### config.mk
export PLATFORM = sky130hd
export DESIGN_NAME = busy_table_ckpt
export DESIGN_NICKNAME = d
export VERILOG_FILES = /design/src/rtl/busy_table_ckpt.sv
export SDC_FILE = /design/constraint.sdc
export NUM_CORES = 1
export LEC_CHECK = 0
export CAP_MARGIN = 40
export CORE_MARGIN = 4
export CORE_UTILIZATION = 58
export DETAILED_ROUTE_END_ITERATION = 8
export PLACE_DENSITY = 0.81
export SKIP_CTS_REPAIR_TIMING = 1
export SYNTH_ARGS = -nofsm -noshare
export SYNTH_HDL_FRONTEND = slang
export SYNTH_SLANG_ARGS = --single-unit
### constraint.sdc
create_clock -name clk -period 3.7 [get_ports clk]
set_input_delay 0.74 -clock clk [delete_from_list [all_inputs] [get_ports clk]]
set_output_delay 0.74 -clock clk [all_outputs]
set_load 0.005 [all_outputs]
### src/rtl/busy_table_ckpt.sv
// busy_table_ckpt: physical-register busy-bit table with a circular FIFO of
// busy-list checkpoints. A branch recall restores the busy list from an
// internal snapshot, so no external recalled list is needed.
// Optional build macro: PREG_ZERO_HARDWIRE_EN (register 0 is never busy).

`ifndef NUM_INSTRS_COMPLETED
`define NUM_INSTRS_COMPLETED 2
`endif

module busy_table_ckpt #(
   parameter int unsigned NUM_PREGS = 64,
   parameter int unsigned PREG_W    = 6,
   parameter int unsigned NUM_ALLOC = 2,
   parameter int unsigned NUM_DONE  = `NUM_INSTRS_COMPLETED,
   parameter int unsigned NUM_CKPT  = 4,
   parameter int unsigned CKPT_W    = 2
) (
   input  logic                                clk,
   input  logic                                reset,
   input  logic [NUM_ALLOC-1:0]                busify,
   input  logic [NUM_ALLOC-1:0][PREG_W-1:0]    busy_addr,
   input  logic                                ext_stall,
   input  logic [NUM_DONE-1:0]                 done,
   input  logic [NUM_DONE-1:0][PREG_W-1:0]     done_addr,
   input  logic                                ckpt_alloc,
   output logic [CKPT_W-1:0]                   ckpt_id,
   output logic                                ckpt_full,
   input  logic                                ckpt_release,
   input  logic                                recall,
   input  logic [CKPT_W-1:0]                   recall_id,
   output logic [NUM_PREGS-1:0]                expected_list,
   output logic [NUM_PREGS-1:0]                busy_list
);

   localparam int unsigned CNT_W = CKPT_W + 1;

   logic [NUM_PREGS-1:0]                busy_q;
   logic [NUM_CKPT-1:0][NUM_PREGS-1:0]  snap_q, snap_d;
   logic [CKPT_W-1:0]                   head_q, head_d, tail_q, tail_d;
   logic [CNT_W-1:0]                    count_q, count_d;

   logic [NUM_PREGS-1:0]                done_mask;
   logic [NUM_PREGS-1:0]                busify_mask;
   logic [NUM_PREGS-1:0]                exp_list;
   logic                                alloc_ok;
   logic                                release_ok;
   logic [CKPT_W-1:0]                   head_pop;

   assign ckpt_full     = (count_q == CNT_W'(NUM_CKPT));
   assign ckpt_id       = tail_q;
   assign busy_list     = busy_q;
   assign expected_list = exp_list;

   assign alloc_ok   = ckpt_alloc && !ext_stall && !recall && !ckpt_full;
   assign release_ok = ckpt_release && (count_q != '0);
   assign head_pop   = release_ok ? head_q + CKPT_W'(1) : head_q;

   // Decode writeback clears and busify requests into per-register masks
   always_comb begin
      done_mask   = '0;
      busify_mask = '0;
      for (int unsigned j = 0; j < NUM_DONE; j++) begin
         if (done[j]) done_mask[done_addr[j]] = 1'b1;
      end
      for (int unsigned i = 0; i < NUM_ALLOC; i++) begin
`ifdef PREG_ZERO_HARDWIRE_EN
         if (busify[i] && !ext_stall && (busy_addr[i] != '0)) busify_mask[busy_addr[i]] = 1'b1;
`else
         if (busify[i] && !ext_stall) busify_mask[busy_addr[i]] = 1'b1;
`endif
      end
   end

   // Next busy list: recall restores a snapshot, otherwise busify beats done
   always_comb begin
      if (recall) begin
         exp_list = snap_q[recall_id] & ~done_mask;
      end else begin
         exp_list = busify_mask | (busy_q & ~done_mask);
      end
`ifdef PREG_ZERO_HARDWIRE_EN
      exp_list[0] = 1'b0;
`endif
   end

   // Checkpoint FIFO next state: done clears scrub every slot, alloc writes tail
   always_comb begin
      head_d  = head_pop;
      tail_d  = tail_q;
      count_d = count_q;
      for (int unsigned k = 0; k < NUM_CKPT; k++) begin
         snap_d[k] = snap_q[k] & ~done_mask;
      end
      if (recall) begin
         // Release pops first, so the surviving count is measured from the new head
         tail_d  = recall_id;
         count_d = {1'b0, CKPT_W'(recall_id - head_pop)};
      end else begin
         if (alloc_ok) begin
            snap_d[tail_q] = exp_list;
            tail_d         = tail_q + CKPT_W'(1);
         end
         count_d = count_q + CNT_W'(alloc_ok) - CNT_W'(release_ok);
      end
   end

   // State registers with synchronous reset taking priority over recall
   always_ff @(posedge clk) begin
      if (reset) begin
         busy_q  <= '0;
         snap_q  <= '0;
         head_q  <= '0;
         tail_q  <= '0;
         count_q <= '0;
      end else begin
         busy_q  <= exp_list;
         snap_q  <= snap_d;
         head_q  <= head_d;
         tail_q  <= tail_d;
         count_q <= count_d;
      end
   end

`ifndef SYNTHESIS
   logic [CKPT_W-1:0] recall_off;
   logic [CNT_W-1:0]  live_after_pop;
   assign recall_off     = recall_id - head_pop;
   assign live_after_pop = count_q - CNT_W'(release_ok);

   // Protocol checks: alloc while full, and recall of a slot that is not live
   always_ff @(posedge clk) begin
      if (!reset) begin
         assert (!(ckpt_alloc && !ext_stall && !recall && ckpt_full))
            else $warning("busy_table_ckpt: ckpt_alloc while checkpoint FIFO is full, ignored");
         assert (!recall || (CNT_W'(recall_off) < live_after_pop))
            else $error("busy_table_ckpt: recall_id %0d is not a live checkpoint", recall_id);
      end
   end
`endif

endmodule

==> impl_metrics.tcl <==
set metrics [dict create \
    outcome "finished with violations" \
    failed_checks "negative setup slack" \
    die-height_um 181.1 \
    synth_common_cells "327 x dfxtp_1, 241 x nand2_1, 225 x a22oi_1" \
    number_of_non_filler_instances_in_the_completed_layout 2702 \
    number_of_clock_buffers_inserted_by_tritoncts 36 \
    worst_slew_pin_slew_ns 0.7506 \
    layout.nets 2337 \
    grt_pass1_wl_um 98990 \
    clock_skew_ns 0.01510 \
    power-per-cell-area_nw_per_um2 349.0 \
    clock_tree_from_tritoncts "yes" \
    finalWeightedCongestion 1.036 \
    initial_core_util_pct 58.79 \
    cp_cell_sequence "clkdlybuf4s50_1 -> buf_4 -> nand2b_1 -> nand2b_1 -> o22ai_2 -> buf_4 -> a211o_1 -> clkdlybuf4s50_1" \
    layout.cell_area.non_filler_um2 23370 \
    synth.top_cell.area_share_pct 37.67 \
    holdPathEnd "snap_q[159]$_SDFF_PP0_" \
    chipWidth_um 181.1 \
    min_path_cells 2 \
    dpl_cell_area_um2 21400 \
    largest_family_of_logic_cells_by_synthesized_area "compound AO/OA/AOI/OAI gates" \
    synthDistinctLibCells 81 \
    syn-instance-count 1937 \
    cp-end-kind "output pin" \
    cpPeakStageDelay_ns 0.52 \
    warnings_from_yosys 0 \
    dominantRegCellSynth "dfxtp_1" \
    synth_simple_gate_area_share_pct 18.08 \
    postSynthRegisterBits 327 \
    hold_start "snap_q[159]$_SDFF_PP0_" \
    slowest_stage "clkdlybuf4s50_1" \
    clock_sink_count 327 \
    areaGrowthSynthToFinish_pct 34.50 \
    grtUsageMet2_pct 60.05 \
    postLayoutCoreUtil_pct 79.06 \
    gr-max-usage-layer "met2" \
    drtAntennaViolNets 0 \
    met3_usage_pct 5.617 \
    p_leak_nw 8.626 \
    postSynthNetCount 1981 \
    worst-path-buf-inv 4 \
    detail_route.wl_per_cell_um 24.22 \
    per_cell_via_count_in_the_routed_design 6.869 \
    crit_type "input pin to output pin" \
    synth_xor_area_share_pct 0.3528 \
    asyncSetResetFlopFracSynth_pct 0 \
    mean_area_per_synthesized_cell_um2 8.971 \
    timing.hold.worst.class "register to register" \
    overall_power_after_layout_mw 8.157 \
    drc_errors 0 \
    place_worst_setup_slack_ns -0.2138 \
    final.setup.tns_ns -0.07555 \
    place.detailed.hpwl_um 42980 \
    r2r.worst_path.cells 8 \
    maxCapViolCount 0 \
    finalSetupViolations 2 \
    rows 63 \
    synth-adder-area-share_pct 0.6192 \
    number_of_global_route_vias_before_repair 17860 \
    maxSlewViolCount 0 \
    post_route_cells_drive_above_1_share_pct 23.97 \
    clk_latency_ns 0.53 \
    drt-initial-drc-count 2904 \
    cts.reportedPaths.clkPinSlew_ns 0.05 \
    cts-root-buf "clkbuf_16" \
    grt_overflow 0 \
    post_synth_instance_area_um2 17380 \
    grt_use_met1_pct 49.81 \
    io_pins 167 \
    hold_viol_final 0 \
    grt.total_usage_pct 37.10 \
    detailedRoute.firstPassIterationCount 9 \
    detailroute.via_count 18560 \
    relSlewSlack_pct 49.84 \
    ys_seq_area_share_pct 37.67 \
    layout_worst_path_cycle_share_pct 101.6 \
    dominant_cell_by_count_in_the_synthesized_netlist "dfxtp_1" \
    hold_slack_ns 0.4781 \
    grt_max_degree 104 \
    finalCriticalPeriod_ns 3.760 \
    path_delay_family "buffers and inverters" \
    irDropWorstVdd_v 0.0004459 \
    synthesized_area_fraction_occupied_by_ao_oa_aoi_and_oai_cells_pct 29.60 \
    synth_edf_count 0 \
    crit_path_start_kind "input pin" \
    h-tree-depth 2 \
    rsz0062_at_grt "yes" \
    synth_top_cells_by_area "dfxtp_1 38%, a22oi_1 9.7%, mux4_2 6.6%, nand2_1 5.2%, o21ai_0 5.2%" \
    placement.io_buffers 166 \
    die_area_um2 32790 \
    synth.mux.area_fraction_pct 8.338 \
    max_freq_ghz 0.2659 \
    clock_path_buffers 3 \
    r2r-start "count_q[2]$_SDFF_PP0_" \
    r2r_setup_slack_ns 1.22 \
    required_ns 2.96 \
    synth.largest_area_cell "dfxtp_1" \
    r2r-end "snap_q[208]$_SDFF_PP0_" \
    floorplan.core_area_um2 29560 \
    initial_antenna_violation_count 4 \
    place_inst 2630 \
    timing.critical_path.fanout_max 9 \
    crit_arrival_ns 3.02 \
    layout_setup_ws_ns -0.06013 \
    total_routed_length_um 65430 \
]
cell families (layout without fill, tap and decap cells):
logic type | count (synthesis) | in the layout
compound gates | 746 | 746
xor+xnor | 7 | 7
fa+ha+maj | 8 | 8
buf+inv | 206 | 580
flops | 327 | 327
mux | 81 | 81
other cells | 0 | 1
simple gates | 562 | 562
power breakdown:
part           total, mW  internal [mW]  switching [mW]
clock network       3.53           2.08            1.45
logic               1.02          0.438           0.579
registers           3.61           3.56          0.0482
layout make-up:
type | count | area, µm²
flip-flops and latches | 327 | 6546
diodes | 1 | 2.502
fillers | 1931 | 6188
repair buffers | 480 | 4569
multi-input cells | 1404 | 10470
inverters | 44 | 165.2
well taps | 390 | 488.0
clock inverters | 5 | 90.09
clock buffers | 51 | 1040
routing by layer:
metal,part of all wire (%),wire [µm]
met1,38,25010
met2,47,30780
met3,11,7407
met4,3.4,2211
met5,0.028,18
cell usage in the layout (no fill, tap or decap), types with 8 or more instances in the layout:
master and n:
o21ai_0 178, clkbuf_16 38, o21ai_1 70, a211o_1 24, nand2b_1 17, clkdlybuf4s50_1 121
o22ai_1 89, mux4_2 51, a21oi_1 14, nor3_1 8, a22oi_1 225, o22a_1 15
mux2i_1 30, nand3b_1 12, inv_1 43, buf_12 31, buf_4 271, nor3b_1 46
nand2_1 238, nor2b_1 61, dlymetal6s2s_1 41, o22ai_2 32, nor2_1 33, nand3_1 39
nand4b_1 11, buf_6 14, clkbuf_1 9, o31a_1 18, o22ai_4 18, a211oi_1 8
dfxtp_1 327
sequential cells by signal, indices dropped and copies added, names as in the netlist:
name,count
ckpt_id,2
snap_q,256
busy_list,64
head_q,2
count_q,3
worst max-delay path by stage:
stage                             from                     to  slack, ns  cells after the start
after detailed placement  done_addr[8]      expected_list[17]      -0.21                      8
final                     busy_addr[7]       expected_list[4]      -0.06                      8
after global placement    done_addr[8]      expected_list[17]      -0.20                      8
after global routing      busy_addr[7]       expected_list[4]      -0.10                      8
after floorplan              ext_stall  count_q[1]$_SDFF_PP0_       0.83                     10
after CTS                 done_addr[8]      expected_list[17]      -0.22                      8
worst min-delay path, stage by stage, from the launching register on:
cell and delay (ns):
dfxtp_1 0.32, nand3_1 0.06, o21ai_0 0.06
(Power assumes the default switching activity.)
